### config.mk
export PLATFORM = sky130hd
export DESIGN_NAME = mips_ex_md
export DESIGN_NICKNAME = d
export VERILOG_FILES = /design/src/rtl/mips_ex_md.sv
export SDC_FILE = /design/constraint.sdc
export NUM_CORES = 1
export LEC_CHECK = 0
export BUFFER_PORTS_ARGS = -buffer_cell sky130_fd_sc_hd__buf_4
export CAP_MARGIN = 10
export CORE_AREA = 5 5 165 285
export CTS_CLUSTER_SIZE = 14
export DETAILED_ROUTE_END_ITERATION = 8
export DIE_AREA = 0 0 170 290
export GPL_TIMING_DRIVEN = 0
export SKIP_LAST_GASP = 1
export SLEW_MARGIN = 20
export SYNTH_ARGS = -nofsm -noshare
export SYNTH_HDL_FRONTEND = slang
export SYNTH_SLANG_ARGS = --single-unit
### constraint.sdc
create_clock -name clk -period 6.83 [get_ports clk]
set_clock_uncertainty 0.15 [all_clocks]
set_input_delay 0.683 -clock clk [delete_from_list [all_inputs] [get_ports clk]]
set_output_delay 0.683 -clock clk [all_outputs]
set_load 0.02 [all_outputs]
### src/rtl/mips_ex_md.sv
// MIPS EX stage with HI/LO multiply/divide: single-cycle ALU/MFHI/MFLO pass-through,
// iterative radix-2 MULT/MULTU/DIV/DIVU taking DATA_WIDTH cycles in BUSY.
module mips_ex_md #(
  parameter int DATA_WIDTH  = 32,
  parameter int RFIDX_WIDTH = 5
) (
  input  logic                   clk,
  input  logic                   rst,
  input  logic                   id2ex_valid,
  output logic                   ex2id_ready,
  input  logic                   flush,
  input  logic [2:0]             id2ex_md_op,
  input  logic [DATA_WIDTH-1:0]  id2ex_rs,
  input  logic [DATA_WIDTH-1:0]  id2ex_rt,
  input  logic [DATA_WIDTH-1:0]  id2ex_alu_res,
  input  logic [RFIDX_WIDTH-1:0] id2ex_rd_idx,
  input  logic                   id2ex_rd_wen,
  output logic                   ex2mem_valid,
  input  logic                   mem2ex_ready,
  output logic [RFIDX_WIDTH-1:0] ex2mem_rd_idx,
  output logic [DATA_WIDTH-1:0]  ex2mem_rd_wdat,
  output logic                   ex2mem_rd_wen,
  output logic                   ex2mem_md_busy
);

  localparam int W  = DATA_WIDTH;
  localparam int CW = $clog2(DATA_WIDTH + 1);

  localparam logic [2:0] OP_MULT  = 3'd1;
  localparam logic [2:0] OP_MULTU = 3'd2;
  localparam logic [2:0] OP_DIV   = 3'd3;
  localparam logic [2:0] OP_DIVU  = 3'd4;
  localparam logic [2:0] OP_MFHI  = 3'd5;
  localparam logic [2:0] OP_MFLO  = 3'd6;

  typedef enum logic {IDLE, BUSY} state_t;

  state_t           state_q, state_d;
  logic [CW-1:0]    cnt_q, cnt_d;
  logic [W-1:0]     hi_q, hi_d, lo_q, lo_d;
  logic [W:0]       acc_q, acc_d;
  logic [W-1:0]     sh_q, sh_d;
  logic [W-1:0]     opnd_q, opnd_d;
  logic [W-1:0]     dvd_q, dvd_d;
  logic             is_div_q, is_div_d;
  logic             neg_q, neg_d;
  logic             rneg_q, rneg_d;
  logic             dz_q, dz_d;
  logic             valid_q, valid_d;
  logic [RFIDX_WIDTH-1:0] rd_idx_q, rd_idx_d;
  logic [W-1:0]     wdat_q, wdat_d;
  logic             wen_q, wen_d;

  logic             accept;
  logic             op_signed;
  logic [W-1:0]     rs_mag, rt_mag;
  logic [W:0]       mul_sum, div_shift;
  logic             div_ge;
  logic [W:0]       acc_step;
  logic [W-1:0]     sh_step;
  logic [2*W-1:0]   prod, prod_s;
  logic [W-1:0]     quot_s, rem_s, fin_hi, fin_lo;

  assign ex2id_ready    = (state_q == IDLE) && (!valid_q || mem2ex_ready);
  assign ex2mem_md_busy = (state_q == BUSY);
  assign ex2mem_valid   = valid_q;
  assign ex2mem_rd_idx  = rd_idx_q;
  assign ex2mem_rd_wdat = wdat_q;
  assign ex2mem_rd_wen  = wen_q;

  assign accept    = id2ex_valid && ex2id_ready && !flush;
  assign op_signed = (id2ex_md_op == OP_MULT) || (id2ex_md_op == OP_DIV);
  assign rs_mag    = (op_signed && id2ex_rs[W-1]) ? -id2ex_rs : id2ex_rs;
  assign rt_mag    = (op_signed && id2ex_rt[W-1]) ? -id2ex_rt : id2ex_rt;

  // Both units run on magnitudes; signs are applied once at commit.
  assign mul_sum   = sh_q[0] ? (acc_q + {1'b0, opnd_q}) : acc_q;
  assign div_shift = {acc_q[W-1:0], sh_q[W-1]};
  assign div_ge    = (div_shift >= {1'b0, opnd_q});

  always_comb begin
    if (is_div_q) begin
      acc_step = div_ge ? (div_shift - {1'b0, opnd_q}) : div_shift;
      sh_step  = {sh_q[W-2:0], div_ge};
    end else begin
      acc_step = {1'b0, mul_sum[W:1]};
      sh_step  = {mul_sum[0], sh_q[W-1:1]};
    end
  end

  assign prod   = {acc_step[W-1:0], sh_step};
  assign prod_s = neg_q  ? -prod : prod;
  assign quot_s = neg_q  ? -sh_step : sh_step;
  assign rem_s  = rneg_q ? -acc_step[W-1:0] : acc_step[W-1:0];

  always_comb begin
    if (!is_div_q) begin
      fin_hi = prod_s[2*W-1:W];
      fin_lo = prod_s[W-1:0];
    end else if (dz_q) begin
      fin_hi = dvd_q;
      fin_lo = '1;
    end else begin
      fin_hi = rem_s;
      fin_lo = quot_s;
    end
  end

  always_comb begin
    state_d  = state_q;
    cnt_d    = cnt_q;
    hi_d     = hi_q;
    lo_d     = lo_q;
    acc_d    = acc_q;
    sh_d     = sh_q;
    opnd_d   = opnd_q;
    dvd_d    = dvd_q;
    is_div_d = is_div_q;
    neg_d    = neg_q;
    rneg_d   = rneg_q;
    dz_d     = dz_q;
    valid_d  = valid_q;
    rd_idx_d = rd_idx_q;
    wdat_d   = wdat_q;
    wen_d    = wen_q;

    if (valid_q && mem2ex_ready) valid_d = 1'b0;

    if (flush) begin
      // Aborted op never reaches HI/LO.
      state_d = IDLE;
      cnt_d   = '0;
      valid_d = 1'b0;
    end else if (state_q == BUSY) begin
      acc_d = acc_step;
      sh_d  = sh_step;
      cnt_d = cnt_q + 1'b1;
      if (cnt_q == CW'(W - 1)) begin
        state_d = IDLE;
        cnt_d   = '0;
        hi_d    = fin_hi;
        lo_d    = fin_lo;
      end
    end else if (accept) begin
      case (id2ex_md_op)
        OP_MULT, OP_MULTU, OP_DIV, OP_DIVU: begin
          state_d  = BUSY;
          cnt_d    = '0;
          is_div_d = (id2ex_md_op == OP_DIV) || (id2ex_md_op == OP_DIVU);
          acc_d    = '0;
          opnd_d   = is_div_d ? rt_mag : rs_mag;
          sh_d     = is_div_d ? rs_mag : rt_mag;
          dvd_d    = id2ex_rs;
          neg_d    = op_signed && (id2ex_rs[W-1] ^ id2ex_rt[W-1]);
          rneg_d   = op_signed && id2ex_rs[W-1];
          dz_d     = (id2ex_rt == '0);
          valid_d  = 1'b0;
        end
        OP_MFHI, OP_MFLO: begin
          valid_d  = 1'b1;
          rd_idx_d = id2ex_rd_idx;
          wen_d    = id2ex_rd_wen;
          wdat_d   = (id2ex_md_op == OP_MFHI) ? hi_q : lo_q;
        end
        default: begin
          valid_d  = 1'b1;
          rd_idx_d = id2ex_rd_idx;
          wen_d    = id2ex_rd_wen;
          wdat_d   = id2ex_alu_res;
        end
      endcase
    end
  end

  always_ff @(posedge clk) begin
    if (rst) begin
      state_q  <= IDLE;
      cnt_q    <= '0;
      hi_q     <= '0;
      lo_q     <= '0;
      acc_q    <= '0;
      sh_q     <= '0;
      opnd_q   <= '0;
      dvd_q    <= '0;
      is_div_q <= 1'b0;
      neg_q    <= 1'b0;
      rneg_q   <= 1'b0;
      dz_q     <= 1'b0;
      valid_q  <= 1'b0;
      rd_idx_q <= '0;
      wdat_q   <= '0;
      wen_q    <= 1'b0;
    end else begin
      state_q  <= state_d;
      cnt_q    <= cnt_d;
      hi_q     <= hi_d;
      lo_q     <= lo_d;
      acc_q    <= acc_d;
      sh_q     <= sh_d;
      opnd_q   <= opnd_d;
      dvd_q    <= dvd_d;
      is_div_q <= is_div_d;
      neg_q    <= neg_d;
      rneg_q   <= rneg_d;
      dz_q     <= dz_d;
      valid_q  <= valid_d;
      rd_idx_q <= rd_idx_d;
      wdat_q   <= wdat_d;
      wen_q    <= wen_d;
    end
  end

endmodule

* Word level (Yosys, flattened, before mapping)
Index checks and enable logic that the tools add are counted.
** Storage, ports and cells
- Logic and storage cells :: 94
- Flip-flop bits (word level) :: 243
- Input port bits :: 110
** Cells by class
- Add/subtract/negate cells :: 8
- Reductions and logical operators :: 23
- Multiplexer cells :: 35
- Bitwise logic cells :: 4
- Eq/ne operators :: 7
- Order comparisons :: 1
** Operators with widths (number)
- $mux 32 :: 15
- $mux 33 :: 6
- $neg 32->32 :: 4
- $mux 64 :: 1
- $neg 64->64 :: 1
- $pmux 32 s2 :: 1
- $add 33x32->33 :: 1
- $ge 33x32->1 :: 1
- $sub 33x32->33 :: 1
- $logic_not 32->1 :: 1
- $mux 6 :: 4
- $eq 3x3->1 const B :: 3
- $mux 1 :: 8
- $reduce_and 4->1 :: 2
- $logic_and 1x1->1 :: 7
- $add 6x1->6 const B :: 1
- $eq 3x2->1 const B :: 2
- $eq 6x5->1 const B :: 1
- $reduce_and 3->1 :: 2
- $reduce_bool 2->1 :: 2
- $reduce_or 2->1 :: 2
- $reduce_or 4->1 :: 1
- $eq 3x1->1 const B :: 1
- $logic_or 1x1->1 :: 3
- other kinds (4) :: 7

* Depth between registers and ports, before layout
Gate-level depths: netlist of run 1.
- Word-level depth :: 8
- Mapped depth :: 26
- Depth with buffers taken out :: 22

* Least setup slack after synthesis of run 1
Ideal clock, no wire load.
- Kind :: register to register
- Start point :: register is_div_q
- End point :: register hi_q[28]
- Path buffers :: 7
- Setup slack :: 1.046 ns
- Arrival time :: 5.517 ns
- Clock period less this slack :: 5.784 ns
- Stages on the path, launching flop included :: 23
- Path through :: dfxtp_1 -> clkbuf_1 -> clkbuf_1 -> clkbuf_1 -> clkbuf_1 -> clkbuf_1 -> buf_1 -> buf_1 -> mux2_2 -> inv_1 -> ha_1 -> nor3b_1 -> o221ai_1 -> nor2_1 -> and2_1 -> and3_1 -> nand4_1 -> or2_2 -> nor2_1 -> or4b_1 -> or4_1 -> a31oi_1 -> nor2_1
** On the way
- Longest elaborated chain between the ends :: 5
** Ends and longest elaborated chain
- start, declared :: line 45 : logic is_div_q, is_div_d;
- start signal, assigned :: line 202 : is_div_q <= is_div_d;
- $mux 33 :: line 82 : if (is_div_q) begin
- $neg 32->32 :: line 94 : assign rem_s = rneg_q ? -acc_step[W-1:0] : acc_step[W-1:0];
- $mux 32 :: line 94
- $mux 32 :: line 100 : end else if (dz_q) begin
- $mux 32 (*) :: line 97 : if (!is_div_q) begin
- end signal, assigned :: line 196 : hi_q <= hi_d;
- end, declared :: line 40 : logic [W-1:0] hi_q, hi_d, lo_q, lo_d;
Mark *: on every way between the ends. The rest lies on a longest branch, timed or not.
A chain may end at the register's enable or synchronous reset.

* Worst setup path after layout of run 1
- Start point :: register opnd_q[26]
- End point :: register hi_q[22]
** On the way
- Longest elaborated chain between the ends :: 7
** Ends and longest elaborated chain
- start, declared :: line 43 : logic [W-1:0] opnd_q, opnd_d;
- start signal, assigned :: line 200 : opnd_q <= opnd_d;
- $ge 33x32->1 (*) :: line 79 : assign div_ge = (div_shift >= {1'b0, opnd_q});
- $mux 33 :: line 83 : acc_step = div_ge ? (div_shift - {1'b0, opnd_q}) : div_shift;
- $mux 33 :: line 82
- $neg 32->32 :: line 94
- $mux 32 :: line 94
- $mux 32 :: line 100
- $mux 32 (*) :: line 97
Marks and branches as above.

==> results.tsv, run 1 <==
stage	metric	value	unit
clocking	CTS Buf Count	27	
finish	fin nets	3108	
status	outcome	finished, final reports clean	
worst_setup_path	Crit path required time	7.15	ns
timing	Rel. slew slack	0.2229	
drt	routed vias	22940	
worst_setup_path	critical path type	register to register	
global_routing	first-pass GRT wire length	143800	µm
synth	Yosys warning total	0	
finish	Sequential Area	4866	µm²
power	cell leakage power	8.288	nW
synth	Syn Nets	2930	
synth	Yosys reg bits	243	
worst_hold_path	Hold Path Sink	ex2mem_rd_idx[3]$_SDFFE_PP0P_	
floorplanning	initial core utilization	0.4446	
worst_setup_path	critical path capture point type	register	
synth	Seq/Total Area, Yosys	0.2471	
drt	WL/cell	28.45	µm
worst_setup_path	Critical Path Slowest Stage Cell	dfxtp_1	
global_routing	GRT Total Usage	0.3863	
drt	router iterations before antenna repair	9	
synth	Most used DFF post-synth	dfxtp_1	
global_routing	antenna violations before repair	0	
synth	post-synth cell types	92	
clocking	clock latency on the worst-skew pair	0.61	ns
timing	Hold Violations, Final	0	
finish	Fill cells	4469	
worst_hold_path	HP Start	id2ex_rd_idx[3]	
clocking	H-tree Lvls	1	
floorplanning	Die Width	170	µm
flow_run	Max Cap Viol	0	
clocking	clk buf depth	3	
drt	Iter 0 DRT Violations	2523	
clocking	Reg clk slew, reported paths	0.06	ns
drt	residual DRC count	0	
worst_setup_path	reg2reg start	opnd_q[26]$_SDFFE_PP0P_	
global_routing	vias in the first global route	22200	
clocking	clock sinks	243	
placed_design	Post-DP HPWL	82940	µm
synth	EDFF count, synth	0	
worst_setup_path	r2r setup slk	0.20	ns
synth	Cell Area, Synth	19690	µm²
global_routing	GR Overflow Total	0	
floorplanning	Die Y	290	µm
worst_setup_path	capturing point of the worst reg2reg path	hi_q[22]$_SDFFE_PP0P_	
timing	Slew @ Worst Pin	1.161	ns
clocking	CTS Hold Bufs	0	
worst_setup_path	highest cell delay on the worst timing path	0.63	ns
power	worst-case vdd ir drop	0.1859	mV
placed_design	Port Buf Inserts	147	
worst_hold_path	Hold Path Depth	3	
floorplanning	area of the core	44290	µm²
drt	WL final	100000	µm
worst_hold_path	min-delay worst type	primary input to register	
finish	layout cells sized above 1	0.09307	
timing	final setup vio count	0	
drt	antenna viol nets, final	0	
synth	Mapped Avg Cell Area	7.162	µm²
placed_design	GPL Wtd Cong	1.061	
worst_setup_path	CP cell instances	inv_1, ha_1, buf_2, a21oi_1, o21ai_1, a211oi_2, o311ai_4, nor2_4, clkbuf_4, a21oi_2, inv_1, ha_1, nor3b_1, o221ai_1, nor2_1, and2_1, and3_1, nand4_1, or2_2, clkbuf_1, nor4_1, nor3b_1, nor3_1, a22o_1	
drt	vias per inst	6.525	
finish	utilization after layout	0.5064	
finish	most common cell after layout, fill and taps aside	nor2_1	
worst_setup_path	Crit Path Max Fanout	10	
finish	Final Cell Area	22430	µm²
clocking	Clock Tree Root	clkbuf_16	
floorplanning	I/O pins	151	
synth	ys async rst share	0	
global_routing	pin count of the biggest net entering global routing	29	
timing	min cycle time layout	6.635	ns
timing	Pins Over Slew Limit	0	
synth	Syn Inst Count	2749	
finish	most frequent cells in the layout	nor2_1, nand2_1, a21oi_1	
finish	# diodes	0	
worst_setup_path	Worst EP arrival	6.96	ns
timing	achievable frequency	0.1507	GHz
floorplanning	Die ar.	49300	µm²
finish	Area Growth Syn to Fin	13.90	%
finish	multi-input logic area	13830	µm²
worst_setup_path	Reg2Reg Depth	24	
floorplanning	# rows	102	
power	power density cells	195.3	nW/µm²
timing	Final period util	0.9714	
placed_design	dpl cell area	21540	µm²
worst_setup_path	Worst setup SP type	register	
clocking	CTS tree	built	
timing	RSZ-0062 raised after global routing	false	
==> registers in the layout (all words and copies together) (netlist names) <==
name and cells:
neg_q 1, cnt_q 6, lo_q 32, dvd_q 32, ex2mem_md_busy 1, opnd_q 32, hi_q 32, ex2mem_rd_wen 1
rneg_q 1, ex2mem_rd_idx 5, dz_q 1, acc_q 33, ex2mem_valid 1, sh_q 32, is_div_q 1, ex2mem_rd_wdat 32
==> worst max-delay path by stage <==
| stage | start | to | slack (ns) | cells past startpoint |
|---|---|---|---|---|
| after floorplan | is_div_q$_SDFFE_PP0P_ | hi_q[28]$_SDFFE_PP0P_ | 1.05 | 22 |
| after detailed placement | is_div_q$_SDFFE_PP0P_ | hi_q[28]$_SDFFE_PP0P_ | -2.09 | 22 |
| after global routing | opnd_q[18]$_SDFFE_PP0P_ | hi_q[28]$_SDFFE_PP0P_ | 0.05 | 24 |
| final | opnd_q[26]$_SDFFE_PP0P_ | hi_q[22]$_SDFFE_PP0P_ | 0.20 | 24 |
| after CTS | opnd_q[30]$_SDFFE_PP0P_ | hi_q[28]$_SDFFE_PP0P_ | 0.03 | 22 |
| after global placement | is_div_q$_SDFFE_PP0P_ | hi_q[28]$_SDFFE_PP0P_ | -2.04 | 22 |
==> layout make-up <==
| type | instances | area share |
|---|---|---|
| buffer | 198 | 0.03521 |
| clock buffer | 35 | 0.03325 |
| clock inverter | 11 | 0.003850 |
| inverter | 69 | 0.01155 |
| multi-input combinational | 2236 | 0.6166 |
| sequential | 243 | 0.2170 |
| tap | 572 | 0.03191 |
| timing repair buffer | 152 | 0.05066 |
==> metrics by stage <==
step / TNS, ns / instances / power [mW] / hold slack [ns] / setup slack (ns)
6_report: 0 / 3516 / 4.381 / 0.1799 / 0.1952
5_1_grt: 0 / 3516 / 4.501 / 0.1963 / 0.04942
4_1_cts: 0 / 3514 / 4.312 / 0.1699 / 0.02809
3_5_place_dp: -35.32 / 3470 / 2.889 / 0.3034 / -2.087
3_3_place_gp: -33.88 / 3468 / 2.875 / 0.3040 / -2.035
2_1_floorplan: 0 / 2749 / 2.373 / 0.2759 / 1.046
==> cell usage after synthesis, types with 8 or more instances <==
library cell	instances	area, µm²
a211o_1	8	70.07
a211oi_1	48	360.4
a21o_1	27	202.7
a21oi_1	270	1351
a221oi_1	34	297.8
a222oi_1	12	120.1
a22oi_1	34	255.2
a311oi_1	9	78.83
a31oi_1	32	200.2
and2_1	18	112.6
and3_1	18	112.6
buf_1	21	78.83
buf_2	11	55.05
clkbuf_1	166	623.1
dfxtp_1	243	4865
ha_1	69	863.3
inv_1	67	251.5
mux2_2	9	101.4
mux2i_1	49	490.5
nand2_1	301	1130
nand2b_1	16	100.1
nand3_1	44	220.2
nand4_1	37	231.5
nor2_1	374	1404
nor2b_1	12	75.07
nor3_1	58	290.3
nor3b_1	13	97.59
nor4_1	24	150.1
o211ai_1	49	367.9
o21a_1	14	105.1
o21ai_0	169	845.8
o21ai_1	10	50.05
o21bai_1	12	90.09
o221ai_1	43	376.6
o22ai_1	53	331.6
o311ai_0	8	70.07
o31ai_1	38	285.3
o41ai_1	11	96.34
or2_2	13	81.33
or3_1	20	125.1
or4_1	17	127.6
xnor2_1	96	840.8
xor2_1	71	621.9
==> report_power, final <==
group          internal, mW  leakage [nW]  switching [mW]  total [mW]
registers              1.46          1.97          0.0629        1.52
logic                 0.453          5.91           0.957        1.41
clock network         0.774         0.409           0.678        1.45
total                  2.68          8.29            1.70        4.38
==> what timing repair did <==
item	in CTS	in global routing
pin swaps	0	1
setup buffers	0	3
hold endpoints to repair	0	0
endpoints found under the setup margin	29	12
resized for setup	7	9
==> critical path, delay by kind of cell (launching register included) <==
| kind | cells | cell delay (ns) |
|---|---|---|
| buffers and inverters | 5 | 1.04 |
| adder cells (fa/ha/maj) | 2 | 0.48 |
| AO/OA/AOI/OAI | 7 | 1.60 |
| AND/OR/NAND/NOR | 10 | 2.57 |
| flip-flops | 1 | 0.63 |
==> logic make-up after synthesis <==
family | Yosys count | synth area share
and+or+nand+nor | 995 | 0.2307
AOI/OAI and AO/OA | 945 | 0.3191
buffers and inverters | 270 | 0.05294
DFF | 243 | 0.2471
xor gates and xnor gates | 167 | 0.07429
adders and majority gates | 71 | 0.04588
muxes | 58 | 0.03006
==> per-layer routing <==
layer | vias up | track usage | part of all wire
met3 | 385 | 0.04849 | 0.067
met5 | - | 0 | 0
li1 | 10510 | - | -
met1 | 10780 | 0.4211 | 0.35
met4 | 0 | 0.3620 | 0.13
met2 | 1267 | 0.6359 | 0.46
(Power assumes the default switching activity.)
==> run 2, diff against run 1 <==
Settings changed: BUFFER_PORTS_ARGS -buffer_cell sky130_fd_sc_hd__buf_4 to -buffer_cell sky130_fd_sc_hd__buf_2.
==> results.tsv, run 2 (same netlist as run 1, synthesis figures left out) <==
stage	metric	value	unit	change
status	outcome	finished, final reports clean		
floorplanning	Die ar.	49300	µm²	unchanged
finish	Final Cell Area	22060	µm²	-1.6%
global_routing	vias in the first global route	22180		-0.086%
worst_hold_path	HP Start	id2ex_rd_idx[1]		
clocking	H-tree Lvls	1		unchanged
finish	Area Growth Syn to Fin	12.06	%	
clocking	clk buf depth	3		unchanged
worst_setup_path	Worst setup SP type	register		
timing	min cycle time layout	6.664	ns	+0.02895 ns
worst_setup_path	Buf/Inv on CP	7		+2
finish	most common cell after layout, fill and taps aside	nor2_1		
floorplanning	I/O pins	151		unchanged
clocking	Clock Tree Root	clkbuf_16		
finish	largest reg by FF count	acc_q		
placed_design	dpl cell area	21160	µm²	-1.8%
worst_setup_path	Reg2Reg Depth	22		-8.3%
placed_design	GPL Wtd Cong	1.066		+0.54%
floorplanning	# rows	102		unchanged
drt	routed vias	22940		-0.0044%
floorplanning	Die Width	170	µm	unchanged
drt	WL/cell	28.49	µm	+0.14%
drt	residual DRC count	0		unchanged
worst_setup_path	highest cell delay on the worst timing path	0.90	ns	+0.27 ns
timing	final setup vio count	0		unchanged
power	Tot Pwr	4.377	mW	about the same
timing	achievable frequency	0.1501	GHz	-0.43%
flow_run	Max Cap Viol	0		unchanged
power	worst-case vdd ir drop	0.2240	mV	+20%
worst_setup_path	Worst EP arrival	6.99	ns	+0.03 ns
floorplanning	Die Y	290	µm	unchanged
global_routing	first-pass GRT wire length	144500	µm	+0.49%
drt	router iterations before antenna repair	6		-3
finish	Fill cells	4526		+1.3%
global_routing	pin count of the biggest net entering global routing	29		unchanged
timing	Pins Over Slew Limit	0		unchanged
power	cell leakage power	8.195	nW	-1.1%
drt	antenna viol nets, final	0		unchanged
floorplanning	initial core utilization	0.4446		unchanged
clocking	CTS tree	built		
drt	vias per inst	6.523		about the same
drt	Iter 0 DRT Violations	2358		-6.5%
global_routing	antenna violations before repair	0		unchanged
worst_setup_path	reg2reg start	opnd_q[26]$_SDFFE_PP0P_		
global_routing	GRT Total Usage	0.3883		+0.001947
placed_design	Port Buf Inserts	147		unchanged
worst_setup_path	r2r setup slk	0.17	ns	-0.03 ns
worst_setup_path	CP cell instances	inv_1, ha_1, buf_2, a21oi_1, o21ai_1, a211oi_2, o311a_1, buf_2, buf_1, a21oi_1, a311oi_1, inv_1, ha_1, inv_1, a311o_1, nor3_1, nand3_1, buf_2, o31ai_1, xnor2_1, a221oi_1, a211oi_1		
placed_design	Post-DP HPWL	83350	µm	+0.49%
clocking	Reg clk slew, reported paths	0.07	ns	about the same
finish	utilization after layout	0.4982		-0.008193
finish	most frequent cells in the layout	nor2_1, nand2_1, a21oi_1		
worst_setup_path	critical path capture point type	register		
finish	fin nets	3105		-0.097%
power	power density cells	198.4	nW/µm²	+1.6%
worst_hold_path	min-delay worst type	primary input to register		
drt	WL final	100200	µm	+0.17%
clocking	CTS Buf Count	26		-3.7%
worst_setup_path	critical path type	register to register		
timing	RSZ-0062 raised after global routing	false		
timing	Hold Violations, Final	0		unchanged
worst_hold_path	Hold Path Depth	3		unchanged
worst_setup_path	Crit Path Max Fanout	10		unchanged
worst_setup_path	capturing point of the worst reg2reg path	hi_q[18]$_SDFFE_PP0P_		
worst_hold_path	Hold Path Sink	ex2mem_rd_idx[1]$_SDFFE_PP0P_		
worst_setup_path	delay-heaviest family, CP	compound AO/OA/AOI/OAI gates		
timing	Final period util	0.9757		+0.004238
timing	Final TNS setup	0	ns	unchanged
finish	number of flip-flops in the largest register	33		unchanged
clocking	clock sinks	243		unchanged
worst_setup_path	Critical Path Slowest Stage Cell	a311oi_1		
finish	layout cells sized above 1	0.09239		-0.0006793
worst_setup_path	Crit path required time	7.16	ns	about the same
timing	Rel. slew slack	0.2510		+0.02813
floorplanning	area of the core	44290	µm²	unchanged
timing	Slew @ Worst Pin	1.119	ns	-0.04204 ns
global_routing	GR Overflow Total	0		unchanged
clocking	clock latency on the worst-skew pair	0.58	ns	-0.03 ns
==> run 2: changes by cell type in the layout (fill, tap and decap cells not counted), sizes merged <==
cell / previous run / this run
clkinv: 6 / 10
bufinv: 0 / 2
clkbuf: 199 / 197
inv: 72 / 70
clkdlybuf4s15: 1 / 0
clkinvlp: 2 / 1
diode: 0 / 1
==> run 2: cell type report <==
class,count,area [µm²],area share
clock buffer,34,710.7,0.03221
buffer,198,783.3,0.03550
clock inverter,14,147.6,0.006692
timing repair buffer,150,755.7,0.03425
antenna,1,2.502,0.0001134
inverter,69,259.0,0.01174
multi-input combinational,2236,13820,0.6265
sequential,243,4866,0.2206
tap,572,715.7,0.03244
==> run 2: worst max path at each step <==
stage,from,to,slack (ns),cells past startpoint
3_3_place_gp,is_div_q$_SDFFE_PP0P_,hi_q[28]$_SDFFE_PP0P_,-1.94,22
3_5_place_dp,is_div_q$_SDFFE_PP0P_,hi_q[28]$_SDFFE_PP0P_,-1.80,22
6_report,opnd_q[26]$_SDFFE_PP0P_,hi_q[18]$_SDFFE_PP0P_,0.17,22
5_1_grt,opnd_q[26]$_SDFFE_PP0P_,hi_q[30]$_SDFFE_PP0P_,0.01,22
2_1_floorplan,is_div_q$_SDFFE_PP0P_,hi_q[28]$_SDFFE_PP0P_,1.05,22
4_1_cts,opnd_q[16]$_SDFFE_PP0P_,hi_q[28]$_SDFFE_PP0P_,0.23,25
==> run 2: worst register-to-register path: stages (launching register included) <==
cell and delay, ns:
dfxtp_1 0.62, inv_1 0.10, ha_1 0.28, buf_2 0.21, a21oi_1 0.19, o21ai_1 0.18, a211oi_2 0.39, o311a_1 0.22
buf_2 0.22, buf_1 0.60, a21oi_1 0.16, a311oi_1 0.90, inv_1 0.24, ha_1 0.28, inv_1 0.10, a311o_1 0.23
nor3_1 0.09, nand3_1 0.19, buf_2 0.27, o31ai_1 0.13, xnor2_1 0.39, a221oi_1 0.15, a211oi_1 0.30
==> run 2: metal layers <==
layer | global-route usage | share of wire | vias to the layer above | wire length [µm]
li1 | - | - | 10490 | -
met1 | 0.4238 | 0.35 | 10820 | 34740
met2 | 0.6451 | 0.47 | 1269 | 46830
met3 | 0.04386 | 0.067 | 364 | 6673
met4 | 0.3573 | 0.12 | 0 | 11960
met5 | 0 | 0 | - | 0
==> run 2: power breakdown <==
group	internal [mW]	switching, mW
sequential	1.46	0.0629
clock	0.816	0.658
combinational	0.428	0.956
==> run 2: what timing repair did <==
action | CTS | global route
endpoints found under the setup margin | 26 | 8
resized for setup | 9 | 7
hold buffers | 0 | 0
pin swaps | 0 | 1
setup buffers | 0 | 2
==> run 2: metrics by stage <==
| step | hold slack, ns | instances | setup slack, ns |
|---|---|---|---|
| 2_1_floorplan | 0.2759 | 2749 | 1.046 |
| 5_1_grt | 0.2291 | 3516 | 0.009533 |
| 4_1_cts | 0.1861 | 3515 | 0.2258 |
| 3_3_place_gp | 0.3016 | 3468 | -1.940 |
| 6_report | 0.2019 | 3517 | 0.1662 |
| 3_5_place_dp | 0.3067 | 3469 | -1.803 |
==> run 3, diff against run 2 <==
Settings changed: CORE_AREA 5 5 165 285 to 5 5 186 322, CTS_CLUSTER_SIZE 14 to 30, DIE_AREA 0 0 170 290 to 0 0 191 327.
==> results.tsv, run 3 (same netlist as run 1, synthesis figures left out) <==
stage	metric	value	unit	change
status	outcome	finished, final reports clean		
timing	Pins Over Slew Limit	0		unchanged
power	Comb power frac	0.322		+0.006
drt	vias per inst	6.093		-6.6%
finish	most frequent cells in the layout	nor2_1, nand2_1, a21oi_1		
placed_design	Post-DP HPWL	81370	µm	-2.4%
global_routing	first-pass GRT wire length	141600	µm	-2.1%
worst_hold_path	min-delay worst type	primary input to register		
clocking	clock sinks	243		unchanged
clocking	CTS Hold Bufs	0		unchanged
power	share of power burned in registers	0.345		-0.002
clocking	clk buf depth	3		unchanged
timing	RSZ-0062 raised after global routing	true		
drt	antenna viol nets, final	0		unchanged
worst_setup_path	critical path capture point type	register		
placed_design	GPL Wtd Cong	1.092		+2.4%
drt	routed vias	22600		-1.5%
timing	final setup vio count	0		unchanged
power	power density cells	197.5	nW/µm²	-0.43%
timing	Final WS setup	0.003472	ns	-0.1628 ns
worst_setup_path	Critical Path Slowest Stage Cell	dfxtp_1		
finish	# diodes	0		-1
floorplanning	# rows	116		+14%
global_routing	GR Overflow Total	0		unchanged
power	clock power share	0.334		-0.003
timing	Slew @ Worst Pin	1.071	ns	-0.04813 ns
placed_design	dpl cell area	21400	µm²	+1.2%
global_routing	pin count of the biggest net entering global routing	38		+31%
floorplanning	Die ar.	62460	µm²	+27%
drt	router iterations before antenna repair	9		+3
worst_setup_path	Crit path required time	7.17	ns	about the same
timing	min cycle time layout	6.827	ns	+0.1628 ns
clocking	H-tree Lvls	1		unchanged
global_routing	GRT Total Usage	0.3011		-0.08716
clocking	Reg clk slew, reported paths	0.07	ns	about the same
floorplanning	Die Y	327	µm	+13%
drt	WL/cell	26.57	µm	-6.7%
finish	most common cell after layout, fill and taps aside	nor2_1		
worst_setup_path	Worst EP arrival	7.17	ns	+0.18 ns
finish	number of flip-flops in the largest register	33		unchanged
clocking	number of setup buffers added after CTS	0		unchanged
timing	Final period util	0.9995		+0.02383
worst_setup_path	critical path type	register to register		
drt	WL final	98550	µm	-1.6%
power	Tot Pwr	4.409	mW	+0.72%
floorplanning	Die Width	191	µm	+12%
drt	Iter 0 DRT Violations	2075		-12%
timing	Rel. slew slack	0.2825		+0.03151
global_routing	antenna violations before repair	1		+1
flow_run	Max Cap Viol	0		unchanged
global_routing	vias in the first global route	21350		-3.7%
finish	Area Growth Syn to Fin	13.36	%	
drt	residual DRC count	0		unchanged
finish	layout cells sized above 1	0.09415		+0.001762
finish	fin nets	3103		-0.064%
placed_design	Place WS	-1.975	ns	-0.1729 ns
timing	Hold Violations, Final	0		unchanged
placed_design	Port Buf Inserts	147		unchanged
power	Cell Int Power	2.639	mW	-2.3%
power	cell leakage power	8.154	nW	-0.51%
power	Switch Pwr	1.770	mW	+5.5%
floorplanning	initial core utilization	0.3452		-0.09942
finish	largest reg by FF count	acc_q		
clocking	clock latency on the worst-skew pair	0.60	ns	+0.02 ns
power	Sw Ratio	0.4014		+0.01823
clocking	CTS Buf Count	26		unchanged
floorplanning	I/O pins	151		unchanged
clocking	Clock Tree Root	clkbuf_16		
power	worst-case vdd ir drop	0.1631	mV	-27%
clocking	CTS tree	built		
worst_setup_path	highest cell delay on the worst timing path	0.52	ns	-0.38 ns
timing	achievable frequency	0.1465	GHz	-2.4%
worst_setup_path	Crit Path Max Fanout	10		unchanged
finish	Fill cells	6102		+35%
worst_setup_path	Worst setup SP type	register		
finish	Final Cell Area	22320	µm²	+1.2%
floorplanning	area of the core	57040	µm²	+29%
run 3: changes by cell type in the layout (fill, tap and decap cells not counted), sizes merged, moves of 2 or more:
cell      change
clkinvlp      +7
clkbuf        -4
clkinv        -4
bufinv        -2
run 3: routing by layer:
layer | up-vias | share of wire | track usage
li1 | 10500 | - | -
met1 | 10580 | 0.34 | 0.3198
met2 | 1189 | 0.46 | 0.5033
met3 | 338 | 0.068 | 0.03721
met4 | 0 | 0.12 | 0.2944
met5 | - | 0 | 0
run 3: per-stage QoR:
stage	hold WS, ns	TNS (ns)	instances	utilization
after global routing	0.2095	-0.3486	3709	0.3913
after global placement	0.2966	-33.11	3663	0.3749
after floorplan	0.2759	0	2749	-
final	0.1880	0	3709	0.3913
after detailed placement	0.2990	-31.56	3664	0.3752
after CTS	0.1769	0	3709	0.3905
run 3: timing repair:
item	CTS	global route
gates resized for setup	10	9
pin swaps	0	1
endpoints found under the setup margin	27	10
run 3: cell type report:
| type | instances | area, µm² | area share |
|---|---|---|---|
| Inverter | 69 | 259.0 | 0.01160 |
| Tap cell | 767 | 959.7 | 0.04300 |
| Clock buffer | 32 | 713.2 | 0.03195 |
| Multi-Input combinational cell | 2236 | 13850 | 0.6205 |
| Timing Repair Buffer | 148 | 740.7 | 0.03319 |
| Sequential cell | 243 | 4868 | 0.2181 |
| Buffer | 198 | 787.0 | 0.03526 |
| Clock inverter | 16 | 142.6 | 0.006391 |
run 3: path summary, 6_finish.rpt:
kind	from	endpoint	slack [ns]	cells after the start
worst min-delay path	id2ex_rd_idx[2]	ex2mem_rd_idx[2]$_SDFFE_PP0P_	0.19	3
worst max register to register	opnd_q[15]$_SDFFE_PP0P_	hi_q[18]$_SDFFE_PP0P_	0.003	25
worst max-delay path	opnd_q[15]$_SDFFE_PP0P_	hi_q[18]$_SDFFE_PP0P_	0.003	25
worst min register to register	dvd_q[26]$_SDFFE_PP0P_	dvd_q[26]$_SDFFE_PP0P_	0.30	2
run 3: power by group through the flow:
| stage | logic, mW | registers (mW) | clock network, mW |
|---|---|---|---|
| after floorplan | 0.854 | 1.52 | 0 |
| after global placement | 1.35 | 1.55 | 0 |
| after detailed placement | 1.35 | 1.55 | 0 |
| after CTS | 1.36 | 1.52 | 1.47 |
| after global routing | 1.49 | 1.52 | 1.53 |
| final | 1.42 | 1.52 | 1.47 |
run 3: worst max-delay path, delay by kind of cell (launching register included):
family                     cells  cell delay [ns]
AOI/OAI and AO/OA              6             1.74
DFF                            1             0.52
buffers and inverters          6             1.27
xor gates and xnor gates       1             0.26
adders and majority gates      2             0.45
and+or+nand+nor               10             2.29
